### src/rtl/fix_rx_pkg.sv
// Shared constants and state type for the FIX receive framer.
package fix_rx_pkg;

    // Framing characters
    localparam logic [7:0] SOH    = 8'h01;
    localparam logic [7:0] ASC_8  = 8'h38;
    localparam logic [7:0] ASC_1  = 8'h31;
    localparam logic [7:0] ASC_0  = 8'h30;
    localparam logic [7:0] ASC_EQ = 8'h3D;
    localparam logic [7:0] ASC_9  = 8'h39;

    // '1' + '0' + '=' : removes the "10=" tag from the running sum
    localparam logic [7:0] TAG_SUM_ADJ = 8'h9E;

    typedef enum logic [3:0] {
        StIdle,
        StBody,
        StT1,
        StT0,
        StTeq,
        StD0,
        StD1,
        StD2,
        StTend
    } rx_state_t;

endpackage

### src/rtl/fix_rx_ram.sv
// Simple dual-port DEPTH x WIDTH RAM, one write and one registered read per cycle.
module fix_rx_ram #(
    parameter int unsigned DEPTH = 512,
    parameter int unsigned WIDTH = 9
) (
    input  logic                     clk,
    input  logic                     rst,
    input  logic                     we_i,
    input  logic [$clog2(DEPTH)-1:0] waddr_i,
    input  logic [WIDTH-1:0]         wdata_i,
    input  logic [$clog2(DEPTH)-1:0] raddr_i,
    output logic [WIDTH-1:0]         rdata_o
);

    logic [WIDTH-1:0] mem [DEPTH];

    // Write port
    always_ff @(posedge clk) begin
        if (we_i) begin
            mem[waddr_i] <= wdata_i;
        end
    end

    // Registered read port; read-during-write returns the old contents
    always_ff @(posedge clk or negedge rst) begin
        if (!rst) begin
            rdata_o <= '0;
        end else begin
            rdata_o <= mem[raddr_i];
        end
    end

endmodule

### src/rtl/fix_rx_msg_buffer.sv
// Store-and-forward FIX receive framer: delimits, checksums and buffers whole messages,
// exposing only committed messages to the engine as a first-word-fall-through stream.
module fix_rx_msg_buffer
    import fix_rx_pkg::*;
#(
    parameter int unsigned DEPTH   = 512,
    parameter int unsigned MAX_LEN = 256,
    parameter int unsigned CW      = 8
) (
    input  logic          clk,
    input  logic          rst,
    input  logic          valid_i,
    input  logic [7:0]    message_i,
    input  logic          rd_i,
    output logic          new_message_o,
    output logic [7:0]    message_o,
    output logic          msg_valid_o,
    output logic          msg_last_o,
    output logic [CW-1:0] msg_count_o,
    output logic [15:0]   drop_count_o,
    output logic          cksum_err_o,
    output logic          overflow_o
);

    localparam int unsigned AW = $clog2(DEPTH);
    localparam int unsigned PW = AW + 1;
    localparam int unsigned LW = $clog2(MAX_LEN + 1);

    rx_state_t         state_q, state_n;
    logic [PW-1:0]     wr_ptr_q, commit_ptr_q, rd_ptr_q, rd_ptr_d;
    logic [7:0]        sum_q, ck_sum_q;
    logic [9:0]        ck_val_q;
    logic [LW-1:0]     len_q;
    logic              drop_flag_q;
    logic [15:0]       drop_count_q;
    logic [CW-1:0]     msg_count_q;
    logic              cksum_err_q, overflow_q;

    logic              is_soh, is_digit, in_digits, ck_match;
    logic              want_write, full, len_ovf, ovf, ck_bad, commit, wr_en;
    logic              pop, pop_last;
    logic [8:0]        rdata;

    // Per-byte decode: next framing state and the write/commit/drop decision
    always_comb begin
        is_soh     = (message_i == SOH);
        is_digit   = (message_i >= ASC_0) && (message_i <= ASC_9);
        in_digits  = (state_q == StD0) || (state_q == StD1) || (state_q == StD2);
        ck_match   = (ck_val_q[7:0] == ck_sum_q);
        // Uncommitted bytes are only written outside drop mode and once a message has started
        want_write = valid_i && !drop_flag_q && ((state_q != StIdle) || (message_i == ASC_8));
        full       = ((wr_ptr_q - rd_ptr_q) == PW'(DEPTH));
        len_ovf    = (state_q != StIdle) && (len_q >= LW'(MAX_LEN));
        ovf        = want_write && (full || len_ovf);
        ck_bad     = want_write && !ovf &&
                     ((in_digits && !is_digit) ||
                      ((state_q == StTend) && !(is_soh && ck_match)));
        commit     = want_write && !ovf && (state_q == StTend) && is_soh && ck_match;
        wr_en      = want_write && !ovf;

        state_n = state_q;
        unique case (state_q)
            StIdle:  state_n = (message_i == ASC_8) ? StBody : StIdle;
            StBody:  state_n = is_soh ? StT1 : StBody;
            StT1:    state_n = (message_i == ASC_1) ? StT0 : (is_soh ? StT1 : StBody);
            StT0:    state_n = (message_i == ASC_0) ? StTeq : (is_soh ? StT1 : StBody);
            StTeq:   state_n = (message_i == ASC_EQ) ? StD0 : (is_soh ? StT1 : StBody);
            StD0:    state_n = is_digit ? StD1 : (is_soh ? StT1 : StBody);
            StD1:    state_n = is_digit ? StD2 : (is_soh ? StT1 : StBody);
            StD2:    state_n = is_digit ? StTend : (is_soh ? StT1 : StBody);
            StTend:  state_n = StIdle;
            default: state_n = StIdle;
        endcase
    end

    // Framer FSM with write pointer, checksum accumulation, commit and drop handling
    always_ff @(posedge clk or negedge rst) begin
        if (!rst) begin
            state_q      <= StIdle;
            wr_ptr_q     <= '0;
            commit_ptr_q <= '0;
            sum_q        <= '0;
            ck_sum_q     <= '0;
            ck_val_q     <= '0;
            len_q        <= '0;
            drop_flag_q  <= 1'b0;
            drop_count_q <= '0;
            cksum_err_q  <= 1'b0;
            overflow_q   <= 1'b0;
        end else begin
            cksum_err_q <= 1'b0;
            overflow_q  <= 1'b0;
            if (valid_i) begin
                state_q <= state_n;
                if ((state_q == StTeq) && (message_i == ASC_EQ)) begin
                    ck_sum_q <= sum_q + message_i - TAG_SUM_ADJ;
                    ck_val_q <= '0;
                end
                if (in_digits && is_digit) begin
                    ck_val_q <= ck_val_q * 10'd10 + {6'b0, message_i[3:0]};
                end
                if (drop_flag_q) begin
                    // Discarding: wait for the trailer of the dropped message
                    if (state_q == StTend) begin
                        drop_flag_q <= 1'b0;
                    end
                end else if (ovf || ck_bad) begin
                    wr_ptr_q    <= commit_ptr_q;
                    overflow_q  <= ovf;
                    cksum_err_q <= ck_bad;
                    drop_flag_q <= (state_q != StTend);
                    if (drop_count_q != 16'hFFFF) begin
                        drop_count_q <= drop_count_q + 16'd1;
                    end
                end else if (want_write) begin
                    wr_ptr_q <= wr_ptr_q + 1'b1;
                    if (state_q == StIdle) begin
                        sum_q <= message_i;
                        len_q <= LW'(1);
                    end else begin
                        sum_q <= sum_q + message_i;
                        len_q <= len_q + 1'b1;
                    end
                    if (commit) begin
                        commit_ptr_q <= wr_ptr_q + 1'b1;
                    end
                end
            end
        end
    end

    fix_rx_ram #(
        .DEPTH (DEPTH),
        .WIDTH (9)
    ) u_ram (
        .clk     (clk),
        .rst     (rst),
        .we_i    (wr_en),
        .waddr_i (wr_ptr_q[AW-1:0]),
        .wdata_i ({commit, message_i}),
        .raddr_i (rd_ptr_d[AW-1:0]),
        .rdata_o (rdata)
    );

    // Read address runs one pop ahead so the RAM register always holds the head entry
    assign msg_valid_o = (rd_ptr_q != commit_ptr_q);
    assign pop         = rd_i && msg_valid_o;
    assign pop_last    = pop && rdata[8];
    assign rd_ptr_d    = rd_ptr_q + PW'(pop);

    // Read pointer
    always_ff @(posedge clk or negedge rst) begin
        if (!rst) begin
            rd_ptr_q <= '0;
        end else begin
            rd_ptr_q <= rd_ptr_d;
        end
    end

    // Committed-message count; a commit and a last-byte pop together cancel
    always_ff @(posedge clk or negedge rst) begin
        if (!rst) begin
            msg_count_q <= '0;
        end else if (commit && !pop_last) begin
            if (msg_count_q != {CW{1'b1}}) begin
                msg_count_q <= msg_count_q + 1'b1;
            end
        end else if (pop_last && !commit) begin
            if (msg_count_q != '0) begin
                msg_count_q <= msg_count_q - 1'b1;
            end
        end
    end

    assign message_o     = msg_valid_o ? rdata[7:0] : 8'h00;
    assign msg_last_o    = msg_valid_o && rdata[8];
    assign msg_count_o   = msg_count_q;
    assign new_message_o = (msg_count_q != '0);
    assign drop_count_o  = drop_count_q;
    assign cksum_err_o   = cksum_err_q;
    assign overflow_o    = overflow_q;

endmodule
### config.mk
export PLATFORM = sky130hd
export DESIGN_NAME = fix_rx_msg_buffer
export DESIGN_NICKNAME = d
export VERILOG_FILES = /design/src/rtl/fix_rx_pkg.sv /design/src/rtl/fix_rx_ram.sv /design/src/rtl/fix_rx_msg_buffer.sv
export SDC_FILE = /design/constraint.sdc
export NUM_CORES = 2
export LEC_CHECK = 0
export ABC_CLOCK_PERIOD_IN_PS = 20900
export CORE_MARGIN = 2
export CORE_UTILIZATION = 40
export CTS_CLUSTER_SIZE = 25
export DETAILED_ROUTE_END_ITERATION = 10
export SETUP_SLACK_MARGIN = 0.4
export SLEW_MARGIN = 20
export SYNTH_ARGS = -nofsm -noshare
export SYNTH_HDL_FRONTEND = slang
export SYNTH_MEMORY_MAX_BITS = 65536
export SYNTH_SLANG_ARGS = --single-unit
### constraint.sdc
create_clock -name clk -period 20.9 [get_ports clk]
set_clock_uncertainty 0.2 [all_clocks]
set_input_delay 3.135 -clock clk [delete_from_list [all_inputs] [get_ports clk]]
set_output_delay 3.135 -clock clk [all_outputs]
set_load 0.02 [all_outputs]
Yosys cells after proc, flatten, opt, wreduce, memory -nomap -nowiden
Memory sizes are Yosys's and may differ from the RTL's. A register that Yosys moved wholly into a read port is not among the register bits.
Index checks and enable logic that the tools add are counted.

cells by class
  add/sub/neg operators = 10
  muxes and demuxes = 31
  reductions and logical operators = 47
  $lt $le $gt $ge = 3
  equal/unequal tests = 20
  multiply operators = 1
  bitwise operators = 2

operator list
  kind                                                      count
  2-to-1 mux 8 bit                                          6
  2-to-1 mux 10 bit                                         4
  equality test 8 x 6 -> 1 bit, second input constant       4
  one-hot mux 4 bit (8 select lines)                        1
  2-to-1 mux 4 bit                                          6
  logical AND 1 bit                                         20
  adder 16 x 1 -> 16 bit, second input constant             1
  equality test 4 x 3 -> 1 bit, second input constant       4
  != test 16 bit, second input constant                     1
  2-to-1 mux 1 bit                                          12
  adder 10 x 1 -> 10 bit                                    1
  adder 10 x 1 -> 10 bit, second input constant             1
  adder 10 x 4 -> 10 bit                                    1
  equality test 10 bit, second input constant               1
  multiplier 10 x 3 -> 9 bit, second input constant         1
  != test 10 bit                                            1
  subtractor 10 bit                                         1
  adder 9 x 1 -> 9 bit, second input constant               1
  greater-or-equal comparator 9 bit, second input constant  1
  2-to-1 mux 9 bit                                          1
  adder 8 x 1 -> 8 bit, second input constant               1
  adder 8 bit                                               1
  equality test 4 x 2 -> 1 bit, second input constant       2
  equality test 8 x 1 -> 1 bit, second input constant       1
  other kinds (22)                                          40

storage, ports and cells
  bits of input ports = 12
  flip-flop bits (word level) = 96
  memories kept = 1
  output and inout bits = 37
  memory bits (writable) = 4608
  word-level logic and storage cells = 128

memories
  memory     words  width  read ports  clocked after Yosys merged registers in  write ports  RTL line          RTL
  u_ram.mem  512    9      1           1                                        1            fix_rx_ram.sv:15  logic [WIDTH-1:0] mem [DEPTH];

Longest topological paths before layout
  word-level depth = 13
  depth in mapped cells = 22
  gate-level depth less buffers = 18

By module
A second synthesis with hierarchy kept.

unflattened totals
  cells, all modules = 9538
  area total of the unflattened synthesis = 185775.7 µm²

modules (own cells, without submodules)
  module             seq. area each (µm²)  cells an instance  area an instance (µm²)  times used
  fix_rx_ram         138597.9              8888               179671.1                1
  fix_rx_msg_buffer  2352.3                650                6104.6                  1

Least setup slack after synthesis
No wires, ideal clock.

  path type = input -> register
  start point = in message_i[6]
  end point = mem u_ram.mem[0][8] (data pin)
  cell stages on the path = 8
  arrival time = 16.212 ns
  data required time = 18.125 ns
  path slack = 1.913 ns
  buffers on the path = 1
  library setup time = 2.575 ns
  path through = and4bb_2 -> nand3_1 -> a21oi_1 -> nand2_1 -> a21oi_2 -> buf_2 -> inv_1 -> nor2_1

between the ends
  longest elaborated chain between the ends = 9
  elaborated cells between the ends (all ways) = 10
  those cells by class = eq/ne: 2; reduce/logical: 8

ends and longest elaborated chain
  what                               RTL line                 RTL
  start, declared                    fix_rx_msg_buffer.sv:13  input logic [7:0] message_i,
  equality test 8 x 6 -> 1 bit       fix_rx_msg_buffer.sv:51  want_write = valid_i && !drop_flag_q && ((state_q != StIdle) || (message_i == ASC_8));
  logical OR 1 bit                   fix_rx_msg_buffer.sv:51
  logical AND 1 bit                  fix_rx_msg_buffer.sv:51
  logical AND 1 bit                  fix_rx_msg_buffer.sv:54  ovf = want_write && (full || len_ovf);
  logical NOT 1 bit                  fix_rx_msg_buffer.sv:58  commit = want_write && !ovf && (state_q == StTend) && is_soh && ck_match;
  logical AND 1 bit (2 in series)    fix_rx_msg_buffer.sv:58
  logical AND 1 bit * (2 in series)  fix_rx_msg_buffer.sv:58
  named net commit                   fix_rx_msg_buffer.sv:40  logic want_write, full, len_ovf, ovf, ck_bad, commit, wr_en;
  end, declared                      fix_rx_ram.sv:15

Mark *: on every way through the listed nets, which the timed path passes. The rest lies on a longest branch.

Final worst setup path
  start point = in rd_i
  end point = reg u_ram.rdata_o[2], read port of u_ram.mem

between the ends
  longest elaborated chain between the ends = 2

ends and longest elaborated chain
  what                    RTL line                  RTL
  start, declared         fix_rx_msg_buffer.sv:14   input logic rd_i,
  logical AND 1 bit       fix_rx_msg_buffer.sv:147  assign pop = rd_i && msg_valid_o;
  adder 10 x 1 -> 10 bit  fix_rx_msg_buffer.sv:149  assign rd_ptr_d = rd_ptr_q + PW'(pop);
  named net rd_ptr_d[1]   fix_rx_msg_buffer.sv:30   logic [PW-1:0] wr_ptr_q, commit_ptr_q, rd_ptr_q, rd_ptr_d;
  end, declared           fix_rx_ram.sv:12          output logic [WIDTH-1:0] rdata_o

The timed path passes the listed nets, and every way through them passes these cells.
A chain may end at the register's enable or synchronous reset.

==> flow_summary.json <==
{
  "setup-violations-final": 0,
  "min_period_ns": 9.87,
  "cp.arrival_ns": 10.56,
  "routed_wl_um": 476000,
  "route.detailed.drc": 0,
  "io_buffers": 48,
  "ys_seq_area_share_pct": 76.4,
  "worst_slack_ns": 11.03,
  "p_switching_mw": 8.67,
  "ctsResizeCount": 0,
  "cts_hold_buffers": 0,
  "fmax_ghz": 0.101,
  "firstDrtPassIters": 6,
  "grt_pass1_vias": 90500,
  "final_nets": 8830,
  "hp-class": "reg2reg",
  "place_ws_ns": 10.06,
  "hpwl_um": 278000,
  "yosys.area_share.adder_pct": 0.321,
  "routed_via_density": 5.82,
  "die_area_um2": 467000,
  "grt_usage_pct": 20.0,
  "netlist_instances": 8542,
  "p_leak_nw": 63.8,
  "ys_ff_latch": 4711,
  "post-cts-setup-buffer-count": 0,
  "synth_top_family_by_area": "multiplexers",
  "htree_num_levels": 5,
  "fillers": 38300,
  "crit_buf_inv": 4,
  "synth_compound_area_share_pct": 1.35,
  "clock_latency_ns": 1.01,
  "drive_gt1_share_pct": 26.1,
  "cts_root_buf": "clkbuf_16",
  "drt-initial-drc-count": 11000,
  "outcome": "finished, final reports clean",
  "globalplace.congestion": 0.805,
  "numCtsBuffers": 459,
  "async_flop_share_pct": 2.19,
  "layout_common_cells": "edfxtp_1, mux4_2, nor2_1, clkbuf_16, nand2_1",
  "tns_ns": 0,
  "pwr-share-comb_pct": 32.7,
  "dieHeight_um": 683,
  "drv_slew": 0,
  "ys_types": 79,
  "power_density_nw_per_um2": 133,
  "critPathMaxFanout": 132,
  "grt-ovfl-total": 0,
  "critPathKind": "in2reg",
  "p_seq_share_pct": 37.8,
  "crit_family": "buffers and inverters",
  "cap_violations": 0,
  "p_sw_share_pct": 31.4,
  "core_um2": 460000,
  "grt_max_degree": 188,
  "p_clk_share_pct": 29.4,
  "postSynthAreaPerCell_um2": 21.6,
  "rows": 249,
  "start_util_pct": 40.1,
  "synth_xor_area_share_pct": 0.376,
  "relSlewSlack_pct": 21.4,
  "clkTransAtPathRegs_ns": 0.06,
  "cts_tree": "done",
  "synth_edf_count": 4608,
  "hold_viol": 0,
  "synthMuxAreaShare_pct": 16.9,
  "peakVddDrop_uv": 203,
  "yosys_warnings": 0,
  "cts_buffer_depth": 4,
  "syn_to_final_growth_pct": 12.4,
  "critPathLaunchType": "input port",
  "cp-end-kind": "flip-flop",
  "pin_count": 49,
  "worst_pin_slew_ns": 1.18,
  "post_drt_wl_per_cell_um": 31.1,
  "final_common_cell": "edfxtp_1",
  "grt_antenna_before_repair": 17,
  "clkSinkCount": 4711,
  "cpPeakStageDelay_ns": 0.92,
  "synth_fp_nets": 8599,
  "cpMaxStageDelayCell": "buf_4",
  "worstPathCellList": "clkdlybuf4s50_1 -> and2_1 -> ha_4 -> ha_4 -> buf_12 -> buf_4 -> buf_4 -> mux4_2 -> mux4_2 -> mux2i_1 -> o21ai_0 -> a32oi_1 -> nand3_1 -> nand3b_1",
  "ant_nets": 0,
  "ys.flop_type": "edfxtp_1",
  "period_share_pct": 47.2,
  "critPathRequiredTime_ns": 21.59,
  "via_count": 89000,
  "die_x_um": 683,
  "seq_area_um2": 141000,
  "rsz0062_at_grt": "false",
  "grt_pass1_wl_um": 679000,
  "internal-power_mw": 19.0,
  "synthSimpleGateAreaFrac_pct": 3.31,
  "synth.cell_area_um2": 185000,
  "multi_input_area_um2": 41600
}
==> synthesized netlist by cell type (34+ instances only) <==
master | count | share of area [%]
a21oi_1 | 41 | 0.11
buf_1 | 42 | 0.085
buf_2 | 156 | 0.42
buf_4 | 37 | 0.15
clkbuf_1 | 242 | 0.49
dfrtp_1 | 103 | 1.4
edfxtp_1 | 4608 | 75
ha_1 | 41 | 0.28
inv_1 | 34 | 0.069
mux4_2 | 1367 | 17
nand2_1 | 330 | 0.67
nand3_1 | 153 | 0.41
nand4_1 | 55 | 0.19
nor2_1 | 703 | 1.4
o21ai_0 | 69 | 0.19
o22ai_1 | 54 | 0.18
xnor2_1 | 44 | 0.21
==> tightest hold or removal path, stage by stage, from the launching register on <==
cell and delay, ns:
dfrtp_1 0.35, nand2_1 0.05, nand2_1 0.05
==> registers in the layout, indices dropped and copies added, names as in the netlist <==
register / flops
drop_count_o: 16
sum_q: 8
u_ram.rdata_o: 9
cksum_err_o: 1
state_q: 4
drop_flag_q: 1
u_ram.mem: 4608
commit_ptr_q: 10
len_q: 9
rd_ptr_q: 10
msg_count_o: 8
ck_val_q: 8
wr_ptr_q: 10
overflow_o: 1
ck_sum_q: 8
==> per-layer routing <==
layer	vias up	share of wire [%]	GRT usage, %
met5	-	0.0088	0
met4	6	3.2	6.42
met3	748	7.5	3.13
met2	3855	49	32.7
met1	48300	40	27.6
li1	36100	-	-
==> kinds of logic after synthesis <==
group / after synthesis
compound gates: 358
xor+xnor: 77
fa+ha+maj: 45
buf+inv: 540
flops: 4711
mux: 1405
simple gates: 1406
==> final cells by class <==
| class | count | share of cell area, % |
|---|---|---|
| flip-flops and latches | 4711 | 67.9 |
| multi-input cells | 3291 | 20.1 |
| clock buffers | 556 | 5.77 |
| well taps | 6149 | 3.71 |
| clock inverters | 286 | 1.28 |
| repair buffers | 274 | 1.17 |
| inverters | 36 | 0.0675 |
| diodes | 7 | 0.00844 |
==> path summary, 6_finish.rpt <==
path / startpoint / to / slack, ns / cells past startpoint
max in group asynchronous: rst / u_ram.rdata_o[6] / 17.09 / 2
max reg2reg: rd_ptr_q[3] / u_ram.rdata_o[2] / 12.34 / 16
min: sum_q[6] / sum_q[6] / 0.28 / 2
min reg2reg: sum_q[6] / sum_q[6] / 0.28 / 2
max: rd_i / u_ram.rdata_o[2] / 11.03 / 14
min in group asynchronous: rst / drop_count_o[2] / 2.00 / 1
==> power groups by stage <==
stage	logic, mW	clock network, mW	registers [mW]
after floorplan	6.20	0	10.6
after global placement	9.11	0	10.7
after detailed placement	9.10	0	10.7
after CTS	9.14	8.24	10.5
after global routing	9.51	8.59	10.5
final	9.04	8.13	10.5
==> through the flow <==
step / area, µm² / power (mW) / hold WS (ns) / utilization [%] / std cells
6_report: 207000 / 27.6 / 0.280 / 45.1 / 15300
5_1_grt: 207000 / 28.6 / 0.319 / 45.1 / 15300
4_1_cts: 207000 / 27.8 / 0.283 / 45.1 / 15300
3_5_place_dp: 193000 / 19.8 / 0.269 / 41.9 / 14500
3_3_place_gp: 193000 / 19.8 / 0.267 / 41.9 / 14500
2_1_floorplan: 185000 / 16.8 / 0.243 / - / 8542
Note: power is estimated with default switching activity, not from simulation.
